[config.mk]
export PLATFORM = sky130hd
export DESIGN_NAME = pwm_multi_ch_flat
export DESIGN_NICKNAME = d
export VERILOG_FILES = /design/src/rtl/pwm_multi_ch_if.sv /design/src/rtl/pwm_multi_ch.sv /design/src/flat_wrapper.sv
export SDC_FILE = /design/constraint.sdc
export NUM_CORES = 1
export LEC_CHECK = 0
export ABC_AREA = 1
export CORE_MARGIN = 2
export CORE_UTILIZATION = 35
export CTS_BUF_LIST = sky130_fd_sc_hd__clkbuf_4 sky130_fd_sc_hd__clkbuf_8
export DETAILED_ROUTE_END_ITERATION = 8
export PLACE_DENSITY_LB_ADDON = 0.25
export RECOVER_POWER = 100
export SYNTH_ARGS = -nofsm -noshare
export SYNTH_HDL_FRONTEND = slang
export SYNTH_SLANG_ARGS = --single-unit
[constraint.sdc]
create_clock -name clk_i -period 3.6 [get_ports clk_i]
set_input_delay 0.72 -clock clk_i [delete_from_list [all_inputs] [get_ports clk_i]]
set_output_delay 0.72 -clock clk_i [all_outputs]
set_load 0.1 [all_outputs]
[src/rtl/pwm_multi_ch_if.sv]
// ---------------------------------------------------------------------------
// pwm_multi_ch_if
// Duty-write handshake bundle for pwm_multi_ch.
//   wr_valid_i : requester has a duty write pending
//   wr_ready_o : block can take a write this cycle
//   wr_ch_i    : target channel index (indices >= CH are accepted and dropped)
//   wr_duty_i  : duty value, CW bits
// master = register/control side, slave = PWM block.
// ---------------------------------------------------------------------------
`timescale 1ns/1ps
interface pwm_multi_ch_if #(
   parameter int CH = 3,
   parameter int CW = 8
);
   localparam int CHW = (CH > 1) ? $clog2(CH) : 1;

   logic           wr_valid_i;
   logic           wr_ready_o;
   logic [CHW-1:0] wr_ch_i;
   logic [CW-1:0]  wr_duty_i;

   modport master (output wr_valid_i, output wr_ch_i, output wr_duty_i, input  wr_ready_o);
   modport slave  (input  wr_valid_i, input  wr_ch_i, input  wr_duty_i, output wr_ready_o);
endinterface

[src/rtl/pwm_multi_ch.sv]
// ---------------------------------------------------------------------------
// pwm_multi_ch
// Multi-channel PWM generator. One shared prescaler and period counter feed
// CH per-channel comparator lanes. Duty writes land in a per-lane shadow
// register and are committed to the active register at the period boundary,
// so an output never shows a pulse of intermediate length.
// Modes: standard PWM (thr = duty) and servo mapping
// (thr = SERVO_MIN + duty*SERVO_SPAN/2^CW, saturated).
//
// Ports:
//   clk_i, rst_i    : clock, asynchronous active-high reset
//   en_i            : run enable; low holds counters at 0 and outputs low
//   mode_i          : 0 = standard, 1 = servo (taken at period boundary)
//   wr              : duty-write handshake (pwm_multi_ch_if.slave)
//   pwm_o           : registered PWM outputs, bit n = channel n
//   period_tick_o   : one-cycle pulse in the first cycle of each period
// ---------------------------------------------------------------------------
`timescale 1ns/1ps

// Per-channel lane: shadow/active duty, threshold mapping, output register.
//   i_commit : copy shadow to active if a write is pending
//   i_wr     : accept i_duty into the shadow register
//   i_servo  : registered mode, selects the servo threshold mapping
//   i_d      : shared period counter
//   o_pwm    : registered channel output
module pwm_multi_ch_lane #(
   parameter int CW         = 8,
   parameter int SERVO_MIN  = 13,
   parameter int SERVO_SPAN = 13
) (
   input  logic          i_clk,
   input  logic          i_rst,
   input  logic          i_en,
   input  logic          i_commit,
   input  logic          i_wr,
   input  logic [CW-1:0] i_duty,
   input  logic          i_servo,
   input  logic [CW-1:0] i_d,
   output logic          o_pwm
);
   // Wide enough for duty*SPAN plus the offset before saturation.
   localparam int TW = CW + $clog2(SERVO_SPAN + 1) + 1;

   logic [CW-1:0] r_pend;
   logic [CW-1:0] r_act;
   logic          r_dirty;

   logic [TW-1:0] w_prod;
   logic [TW-1:0] w_servo;
   logic [CW-1:0] w_thr;

   always_comb begin
      w_prod  = TW'(r_act) * TW'(SERVO_SPAN);
      w_servo = TW'(SERVO_MIN) + (w_prod >> CW);
      w_thr   = r_act;
      if (i_servo) begin
         if (|w_servo[TW-1:CW]) w_thr = '1;
         else                   w_thr = w_servo[CW-1:0];
      end
   end

   always_ff @(posedge i_clk or posedge i_rst) begin
      if (i_rst) begin
         r_pend  <= '0;
         r_act   <= '0;
         r_dirty <= 1'b0;
         o_pwm   <= 1'b0;
      end else begin
         if (i_commit && r_dirty) begin
            r_act   <= r_pend;
            r_dirty <= 1'b0;
         end
         // A write in the same cycle as a commit re-arms dirty for the next one.
         if (i_wr) begin
            r_pend  <= i_duty;
            r_dirty <= 1'b1;
         end
         o_pwm <= i_en && (i_d < w_thr);
      end
   end
endmodule

module pwm_multi_ch #(
   parameter int CH         = 3,
   parameter int CW         = 8,
   parameter int PW         = 32,
   parameter int DIV_STD    = 10416,
   parameter int DIV_SERVO  = 200000,
   parameter int SERVO_MIN  = 13,
   parameter int SERVO_SPAN = 13
) (
   input  logic          clk_i,
   input  logic          rst_i,
   input  logic          en_i,
   input  logic          mode_i,
   pwm_multi_ch_if.slave wr,
   output logic [CH-1:0] pwm_o,
   output logic          period_tick_o
);
   localparam int CHW = (CH > 1) ? $clog2(CH) : 1;
   localparam logic [PW-1:0] STD_M1   = PW'(DIV_STD - 1);
   localparam logic [PW-1:0] SERVO_M1 = PW'(DIV_SERVO - 1);

   logic [PW-1:0] r_q;
   logic [CW-1:0] r_d;
   logic          r_mode;
   logic          r_tick;

   logic [PW-1:0] w_div_m1;
   logic          w_tick;
   logic          w_boundary;
   logic          w_commit;
   logic          w_xfer;
   logic [CH-1:0] w_wr;

   assign w_div_m1   = r_mode ? SERVO_M1 : STD_M1;
   assign w_tick     = en_i && (r_q == w_div_m1);
   assign w_boundary = w_tick && (r_d == '1);
   // While disabled there is no period, so writes go straight through.
   assign w_commit   = w_boundary || !en_i;

   // Holding ready low in the boundary cycle keeps writes and commits apart.
   assign wr.wr_ready_o = !rst_i && !w_boundary;
   assign w_xfer        = wr.wr_valid_i && wr.wr_ready_o;
   assign period_tick_o = r_tick;

   // Channel decode; indices >= CH match no lane and are dropped.
   always_comb begin
      w_wr = '0;
      for (int n = 0; n < CH; n++)
         w_wr[n] = w_xfer && (wr.wr_ch_i == CHW'(n));
   end

   always_ff @(posedge clk_i or posedge rst_i) begin
      if (rst_i) begin
         r_q    <= '0;
         r_d    <= '0;
         r_mode <= 1'b0;
         r_tick <= 1'b0;
      end else begin
         if (!en_i) begin
            r_q <= '0;
            r_d <= '0;
         end else if (w_tick) begin
            r_q <= '0;
            r_d <= r_d + CW'(1);
         end else begin
            r_q <= r_q + PW'(1);
         end
         // Mode only moves between periods so the running one keeps its length.
         if (w_commit) r_mode <= mode_i;
         r_tick <= w_boundary;
      end
   end

   for (genvar n = 0; n < CH; n++) begin : g_lane
      pwm_multi_ch_lane #(
         .CW         (CW),
         .SERVO_MIN  (SERVO_MIN),
         .SERVO_SPAN (SERVO_SPAN)
      ) u_lane (
         .i_clk    (clk_i),
         .i_rst    (rst_i),
         .i_en     (en_i),
         .i_commit (w_commit),
         .i_wr     (w_wr[n]),
         .i_duty   (wr.wr_duty_i),
         .i_servo  (r_mode),
         .i_d      (r_d),
         .o_pwm    (pwm_o[n])
      );
   end
endmodule
[src/flat_wrapper.sv]
// flat-port wrapper written by rule: the top's interface ports become plain ports
module pwm_multi_ch_flat 
#(
   parameter int CH         = 3,
   parameter int CW         = 8,
   parameter int PW         = 32,
   parameter int DIV_STD    = 10416,
   parameter int DIV_SERVO  = 200000,
   parameter int SERVO_MIN  = 13,
   parameter int SERVO_SPAN = 13
)
  (clk_i, rst_i, en_i, mode_i, pwm_o, period_tick_o, wr_wr_valid_i, wr_wr_ch_i, wr_wr_duty_i, wr_wr_ready_o);
  pwm_multi_ch_if #(.CH(CH), .CW(CW)) wr_i ();
  input  logic clk_i;
  input  logic rst_i;
  input  logic en_i;
  input  logic mode_i;
  output logic [CH-1:0] pwm_o;
  output logic period_tick_o;
  input wire logic [$bits(wr_i.wr_valid_i)-1:0] wr_wr_valid_i;
  input wire logic [$bits(wr_i.wr_ch_i)-1:0] wr_wr_ch_i;
  input wire logic [$bits(wr_i.wr_duty_i)-1:0] wr_wr_duty_i;
  output wire logic [$bits(wr_i.wr_ready_o)-1:0] wr_wr_ready_o;
  assign wr_i.wr_valid_i = wr_wr_valid_i;
  assign wr_i.wr_ch_i = wr_wr_ch_i;
  assign wr_i.wr_duty_i = wr_wr_duty_i;
  assign wr_wr_ready_o = wr_i.wr_ready_o;
  pwm_multi_ch #(.CH(CH), .CW(CW), .PW(PW), .DIV_STD(DIV_STD), .DIV_SERVO(DIV_SERVO), .SERVO_MIN(SERVO_MIN), .SERVO_SPAN(SERVO_SPAN)) u_core (.clk_i(clk_i), .rst_i(rst_i), .en_i(en_i), .mode_i(mode_i), .wr(wr_i), .pwm_o(pwm_o), .period_tick_o(period_tick_o));
endmodule
==> flow_metrics.env, run 1 <==
export IMPL_clock_sinks=96
export IMPL_fill_cells=2210
export IMPL_final_cell_mix="nand2_1 (249), inv_1 (153), dfrtp_1 (91), nor2_1 (82), ha_1 (77)"
export IMPL_r2r_slack_ns=0.24
export IMPL_cp_start_kind="flop"
export IMPL_synth_seq_cells=96
export IMPL_io_buffers=19
export IMPL_seq_power_share=0.272
export IMPL_synth_area_leader_cell="dfrtp_1"
export IMPL_maxCapViolCount=0
export IMPL_syn_num_nets=1069
export IMPL_r2r_cells=19
export IMPL_globalplace_congestion=0.823
export IMPL_nets=1093
export IMPL_initial_core_util=0.358
export IMPL_power_switching_share=0.468
export IMPL_finalSetupViolCount=0
export IMPL_syn_inst=962
export IMPL_worstMarginPinSlew_ns=1.19
export IMPL_die_y_um=148
export IMPL_power_density_nw_per_um2=640
export IMPL_grt_max_degree=87
export IMPL_ioPinCount=20
export IMPL_ys_async_sr_fraction=1.00
export IMPL_max_slew_margin_rel=0.205
export IMPL_die_x_um=148
export IMPL_holdBufCountCts=0
export IMPL_r2r_start="u_core.g_lane[1].u_lane.r_act[4]"
export IMPL_yosysUniqueCellTypes=46
export IMPL_synth_edf_count=0
export IMPL_ys_warn_count=0
export IMPL_antenna_cells=0
export IMPL_antenna_found_initial=0
export IMPL_clk_pin_slew_ns=0.11
export IMPL_ys_seq_area_frac=0.330
export IMPL_avgSynthCellArea_um2=7.58
export IMPL_viasPerCell=4.75
export IMPL_coreArea_um2=20400
export IMPL_finalHoldViolations=0
export IMPL_wl_per_cell_um=13.1
export IMPL_fin_util=0.389
export IMPL_min_delay_start="u_core.r_q[0]"
export IMPL_syn_area_um2=7290
export IMPL_critPathRequiredTime_ns=3.91
export IMPL_grt_pass1_vias=5807
export IMPL_rsz0062_at_grt="yes"
export IMPL_track_usage=0.160
export IMPL_worstPathArrival_ns=3.67
export IMPL_finalWirelength_um=16600
export IMPL_insertion_delay_ns=0.39
export IMPL_path_buf_inv=3
export IMPL_hold_path_class="reg -> reg"
export IMPL_synth_main_ff_cell="dfrtp_1"
export IMPL_clkPwrFrac=0.141
export IMPL_area_growth_pct=8.57
export IMPL_crit_type="reg -> reg"
export IMPL_min_to="u_core.r_q[0]"
export IMPL_htreeDepth=3
export IMPL_min_period_ns=3.36
export IMPL_layout_commonest_cell="nand2_1"
export IMPL_hold_depth=1
export IMPL_detail_route_iter0_violations=329
export IMPL_via_count=5987
export IMPL_combinationalPowerShare=0.587
export IMPL_r2r_end="u_core.g_lane[1].u_lane.o_pwm"
export IMPL_critPathSlowestCell="fa_1"
export IMPL_cp_end_kind="flop"
export IMPL_rows=52
export IMPL_p_leak_nw=4.08
export IMPL_yosys_top_cells_area="dfrtp_1 (33%), ha_1 (14%), nand2_1 (13%)"
export IMPL_cts_buffer_depth=2
export IMPL_drtAntennaViolNets=0
export IMPL_switchingPower_mw=2.37
export IMPL_max_stage_delay_ns=0.50
export IMPL_post_route_period_util=0.933
export IMPL_grt_pass1_wl_um=28400
export IMPL_crit_family="adder cells"
export IMPL_p_int_mw=2.70
export IMPL_dieArea_um2=22000
export IMPL_holdWs_ns=0.468
export IMPL_tritoncts="built"
export IMPL_cp_cell_sequence="ha_1 > inv_1 > fa_1 > inv_1 > ha_1 > nand2_1 > a21oi_1 > nor2_1 > nand3_1 > nand2_1 > inv_1 > ha_1 > nor3_1 > nand2_1 > o21ai_0 > ha_1 > nand2_1 > nor2_1 > a21oi_1"
export IMPL_cts_buffers=9
export IMPL_gr_total_overflow=0
export IMPL_first_pass_iters=4
export IMPL_fmax_mhz=298
export IMPL_drv_slew=0
export IMPL_drive_gt1_frac=0.0666
export IMPL_status="completed"
export IMPL_worst_path_max_fanout=5
export IMPL_setup_tns_final_ns=0
export IMPL_skew_ns=0.0154
export IMPL_hpwl_um=13000
export IMPL_cts_root_buf="clkbuf_8"
export IMPL_drc_errors=0
export IMPL_synth_top_area_frac=0.330
export IMPL_peakVddDrop_mv=0.266
power by group through the flow:
stage / clock [mW] / sequential [mW] / combinational (mW)
floorplan: 0 / 1.34 / 2.30
global placement: 0 / 1.40 / 2.85
detailed placement: 0 / 1.41 / 2.87
CTS: 0.743 / 1.38 / 2.88
global route: 0.782 / 1.40 / 3.53
finish: 0.713 / 1.38 / 2.98
worst max-delay path by stage:
stage                                           from                            end  slack (ns)  cells after the start
global placement    u_core.g_lane[1].u_lane.r_act[4]  u_core.g_lane[1].u_lane.o_pwm        0.14                     18
floorplan                                      rst_i                  wr_wr_ready_o        0.13                      3
finish              u_core.g_lane[1].u_lane.r_act[4]  u_core.g_lane[1].u_lane.o_pwm        0.24                     19
global route        u_core.g_lane[1].u_lane.r_act[2]  u_core.g_lane[1].u_lane.o_pwm      -0.007                     21
CTS                 u_core.g_lane[1].u_lane.r_act[4]  u_core.g_lane[1].u_lane.o_pwm        0.07                     18
detailed placement  u_core.g_lane[1].u_lane.r_act[4]  u_core.g_lane[1].u_lane.o_pwm        0.10                     18
repair_timing:
item | CTS | global route
endpoints found under the setup margin | 0 | 3
gates resized for setup | 0 | 19
buffers inserted | 0 | 6
cell families (layout without fill, tap and decap cells):
family / count (synthesis) / after routing / synth area share
flops: 96 / 96 / 0.330
simple gates: 459 / 459 / 0.280
xor+xnor: 17 / 17 / 0.0204
mux: 3 / 3 / 0.00412
buf+inv: 176 / 205 / 0.103
compound gates: 119 / 119 / 0.0930
fa+ha+maj: 92 / 92 / 0.170
cell type report:
cell class	count	area [um^2]	area share
Multi-Input combinational cell	690	4100	0.519
Sequential cell	96	2410	0.304
Clock buffer	10	138	0.0174
Clock inverter	6	61.3	0.00775
Tap cell	270	338	0.0427
Timing Repair Buffer	30	267	0.0337
Inverter	159	598	0.0756
routing by layer:
layer  track usage  vias up  wire length [um]
li1              -     3146                 -
met1         0.225     2761              8330
met2         0.262       67              7600
met3        0.0307       13               467
met4        0.0271        0               148
met5             0        -                 0
cells in the mapped netlist (2+ instances only):
| master | number |
|---|---|
| clkinv_4 | 2 |
| a21oi_2 | 4 |
| xor2_1 | 11 |
| nor4_1 | 3 |
| buf_12 | 2 |
| and3_1 | 2 |
| o21bai_1 | 4 |
| nand4_2 | 4 |
| nand2_2 | 11 |
| nor2_1 | 79 |
| nand3_1 | 58 |
| buf_4 | 3 |
| o21ai_2 | 4 |
| dfrtp_1 | 96 |
| fa_1 | 12 |
| mux2i_1 | 3 |
| nand2_1 | 243 |
| buf_2 | 3 |
| inv_2 | 5 |
| clkbuf_1 | 4 |
| nor2_4 | 2 |
| o21ai_0 | 51 |
| ha_1 | 80 |
| nand4_1 | 17 |
| xnor2_1 | 6 |
| a211oi_1 | 4 |
| buf_6 | 4 |
| a21oi_1 | 32 |
| nor2_2 | 2 |
| nor3_1 | 29 |
| nand2_4 | 3 |
| o21ai_1 | 11 |
| inv_1 | 152 |
| a31oi_1 | 4 |
registers in the layout, summed over array words and instances (netlist names):
name,flops
u_core.r_q,32
u_core.g_lane.u_lane.r_act,24
u_core.g_lane.u_lane.r_pend,24
u_core.r_d,8
u_core.g_lane.u_lane.o_pwm,3
u_core.g_lane.u_lane.r_dirty,3
u_core.period_tick_o,1
u_core.r_mode,1
stage by stage:
step	setup slack, ns	instances	total power, mW	instance area [um^2]
finish	0.241	1261	5.07	7910
global route	-0.00731	1261	5.71	7910
CTS	0.0660	1255	5.01	7940
detailed placement	0.101	1239	4.27	7740
global placement	0.137	1239	4.25	7740
floorplan	0.128	962	3.65	7290
Note: power is estimated with default switching activity, not from simulation.
==> run 2: changes to the inputs <==
--- a/config.mk
+++ b/config.mk
@@ -10,6 +10,7 @@
 export CORE_UTILIZATION = 35
 export CTS_BUF_LIST = sky130_fd_sc_hd__clkbuf_4 sky130_fd_sc_hd__clkbuf_8
 export DETAILED_ROUTE_END_ITERATION = 8
+export DONT_BUFFER_PORTS = 1
 export PLACE_DENSITY_LB_ADDON = 0.25
 export RECOVER_POWER = 100
 export SYNTH_ARGS = -nofsm -noshare
==> run 2 against run 1 <==
  * Clock-buffer cell count is 1 lower
  * Clock power hardly changed
  * Critical endpoint is now u_core.g_lane[2].u_lane.o_pwm
  * Sequential share of layout area is 0.62 points higher
  * Register-to-register slack hardly changed
  * Sequential power hardly changed
  * Routed wire length is 0.62% lower
  * Clock skew is 0.00052 ns lower
  * Highest routed layer unchanged
  * Global-route usage is 0.48 points lower
  * Critical path depth is 1 higher
  * Utilization is 0.77 points lower
  * Total power is 0.23% lower
  * Design area is 2.0% lower
==> flow_metrics.env, run 2 (synthesis gave the netlist of run 1 again) <==
export IMPL_status="completed"
export IMPL_fmax_mhz=298
export IMPL_gr_total_overflow=0
export IMPL_htreeDepth=3
export IMPL_finalHoldViolations=0
export IMPL_final_cell_mix="nand2_1 (247), inv_1 (151), dfrtp_1 (91), nor2_1 (80), ha_1 (77)"
export IMPL_finish_instance_area_um2=7760
export IMPL_die_x_um=148
export IMPL_max_slew_margin_rel=0.232
export IMPL_cts_buffers=9
export IMPL_peakVddDrop_mv=0.278
export IMPL_nets=1077
export IMPL_rows=52
export IMPL_multi_input_area_um2=4120
export IMPL_finalWirelength_um=16400
export IMPL_fin_ws_ns=0.249
export IMPL_grt_pass1_wl_um=27500
export IMPL_setup_tns_final_ns=0
export IMPL_finalSetupViolCount=0
export IMPL_drive_gt1_frac=0.0760
export IMPL_post_route_period_util=0.931
export IMPL_drc_errors=0
export IMPL_cts_root_buf="clkbuf_8"
export IMPL_worstMarginPinSlew_ns=1.15
export IMPL_drv_slew=0
export IMPL_clk_pin_slew_ns=0.10
export IMPL_initial_core_util=0.358
export IMPL_min_period_ns=3.35
export IMPL_area_growth_pct=6.40
export IMPL_regMostFlops="u_core.r_q"
export IMPL_worstPathArrival_ns=3.65
export IMPL_power_density_nw_per_um2=652
export IMPL_dp_slack_ns=0.173
export IMPL_wl_per_cell_um=13.2
export IMPL_cts_buffer_depth=2
export IMPL_crit_family="adder cells"
export IMPL_via_count=5973
export IMPL_antenna_found_initial=0
export IMPL_detail_route_iter0_violations=298
export IMPL_hold_path_class="in -> async"
export IMPL_fill_cells=2154
export IMPL_cp_end_kind="flop"
export IMPL_track_usage=0.155
export IMPL_critPathRequiredTime_ns=3.90
export IMPL_skew_ns=0.0148
export IMPL_largest_reg_flops=32
export IMPL_cp_cell_sequence="ha_1 > inv_1 > fa_1 > inv_1 > ha_1 > nand2_1 > inv_1 > a21oi_1 > nand3_1 > nand2_1 > inv_1 > ha_1 > xor2_1 > o21ai_1 > ha_1 > nand2_1 > inv_1 > nand2_1 > nand2_1 > a21oi_1"
export IMPL_layout_commonest_cell="nand2_1"
export IMPL_reg_top3="u_core.r_q (32), u_core.g_lane.u_lane.r_act (24), u_core.g_lane.u_lane.r_pend (24)"
export IMPL_path_buf_inv=5
export IMPL_hpwl_um=13000
export IMPL_globalplace_congestion=0.810
export IMPL_maxCapViolCount=0
export IMPL_viasPerCell=4.80
export IMPL_worst_path_max_fanout=5
export IMPL_insertion_delay_ns=0.38
export IMPL_grt_pass1_vias=5673
export IMPL_crit_type="reg -> reg"
export IMPL_p_leak_nw=3.99
export IMPL_r2r_cells=20
export IMPL_coreArea_um2=20400
export IMPL_grt_max_degree=47
export IMPL_max_stage_delay_ns=0.49
export IMPL_drtAntennaViolNets=0
export IMPL_r2r_slack_ns=0.25
export IMPL_die_y_um=148
export IMPL_dieArea_um2=22000
export IMPL_io_buffers=0
export IMPL_rsz0062_at_grt="no"
export IMPL_r2r_start="u_core.g_lane[2].u_lane.r_act[4]"
export IMPL_cp_start_kind="flop"
export IMPL_first_pass_iters=4
export IMPL_antenna_cells=0
export IMPL_r2r_end="u_core.g_lane[2].u_lane.o_pwm"
export IMPL_regArea_um2=2410
export IMPL_tritoncts="built"
export IMPL_ioPinCount=20
export IMPL_clock_sinks=96
export IMPL_critPathSlowestCell="fa_1"
export IMPL_place_area_um2=7520
export IMPL_holdBufCountCts=0
[run 2: worst max-delay path by stage]
stage,from,to,slack (ns),cells after the start
6_report,u_core.g_lane[2].u_lane.r_act[4],u_core.g_lane[2].u_lane.o_pwm,0.25,20
5_1_grt,u_core.g_lane[0].u_lane.r_act[3],u_core.g_lane[0].u_lane.o_pwm,0.008,21
4_1_cts,u_core.g_lane[1].u_lane.r_act[2],u_core.g_lane[1].u_lane.o_pwm,0.14,21
3_5_place_dp,u_core.g_lane[1].u_lane.r_act[2],u_core.g_lane[1].u_lane.o_pwm,0.17,21
3_3_place_gp,u_core.g_lane[1].u_lane.r_act[4],u_core.g_lane[1].u_lane.o_pwm,0.21,18
2_1_floorplan,rst_i,wr_wr_ready_o,0.13,3
[run 2: timing repair]
action | CTS | global route
buffers inserted | 0 | 10
setup endpoints to repair | 0 | 3
resized for setup | 0 | 21
[run 2: layout make-up]
| class | instances | share of cell area |
|---|---|---|
| clock buffer | 9 | 0.0160 |
| clock inverter | 6 | 0.00887 |
| inverter | 159 | 0.0774 |
| multi-input combinational | 690 | 0.531 |
| sequential | 96 | 0.311 |
| tap | 270 | 0.0436 |
| timing repair buffer | 14 | 0.0129 |
[run 2: through the flow]
stage	utilization	cells	hold WS (ns)	total power, mW
4_1_cts	0.379	1234	0.149	4.94
2_1_floorplan	-	962	0.433	3.65
5_1_grt	0.381	1244	0.258	5.70
3_3_place_gp	0.369	1219	0.454	4.19
3_5_place_dp	0.369	1219	0.468	4.21
6_report	0.381	1244	0.233	5.06
[run 2: power breakdown]
| group | switching (mW) | leakage, nW | internal [mW] |
|---|---|---|---|
| combinational | 1.74 | 2.64 | 1.19 |
| clock | 0.392 | 0.0957 | 0.321 |
| sequential | 0.187 | 1.25 | 1.22 |
[run 2: metal layers]
metal | vias to the layer above | wire [um] | GRT usage
li1 | 3111 | - | -
met1 | 2793 | 8180 | 0.216
met2 | 64 | 7650 | 0.255
met3 | 5 | 554 | 0.0337
met4 | 0 | 63 | 0.0210
met5 | - | 0 | 0
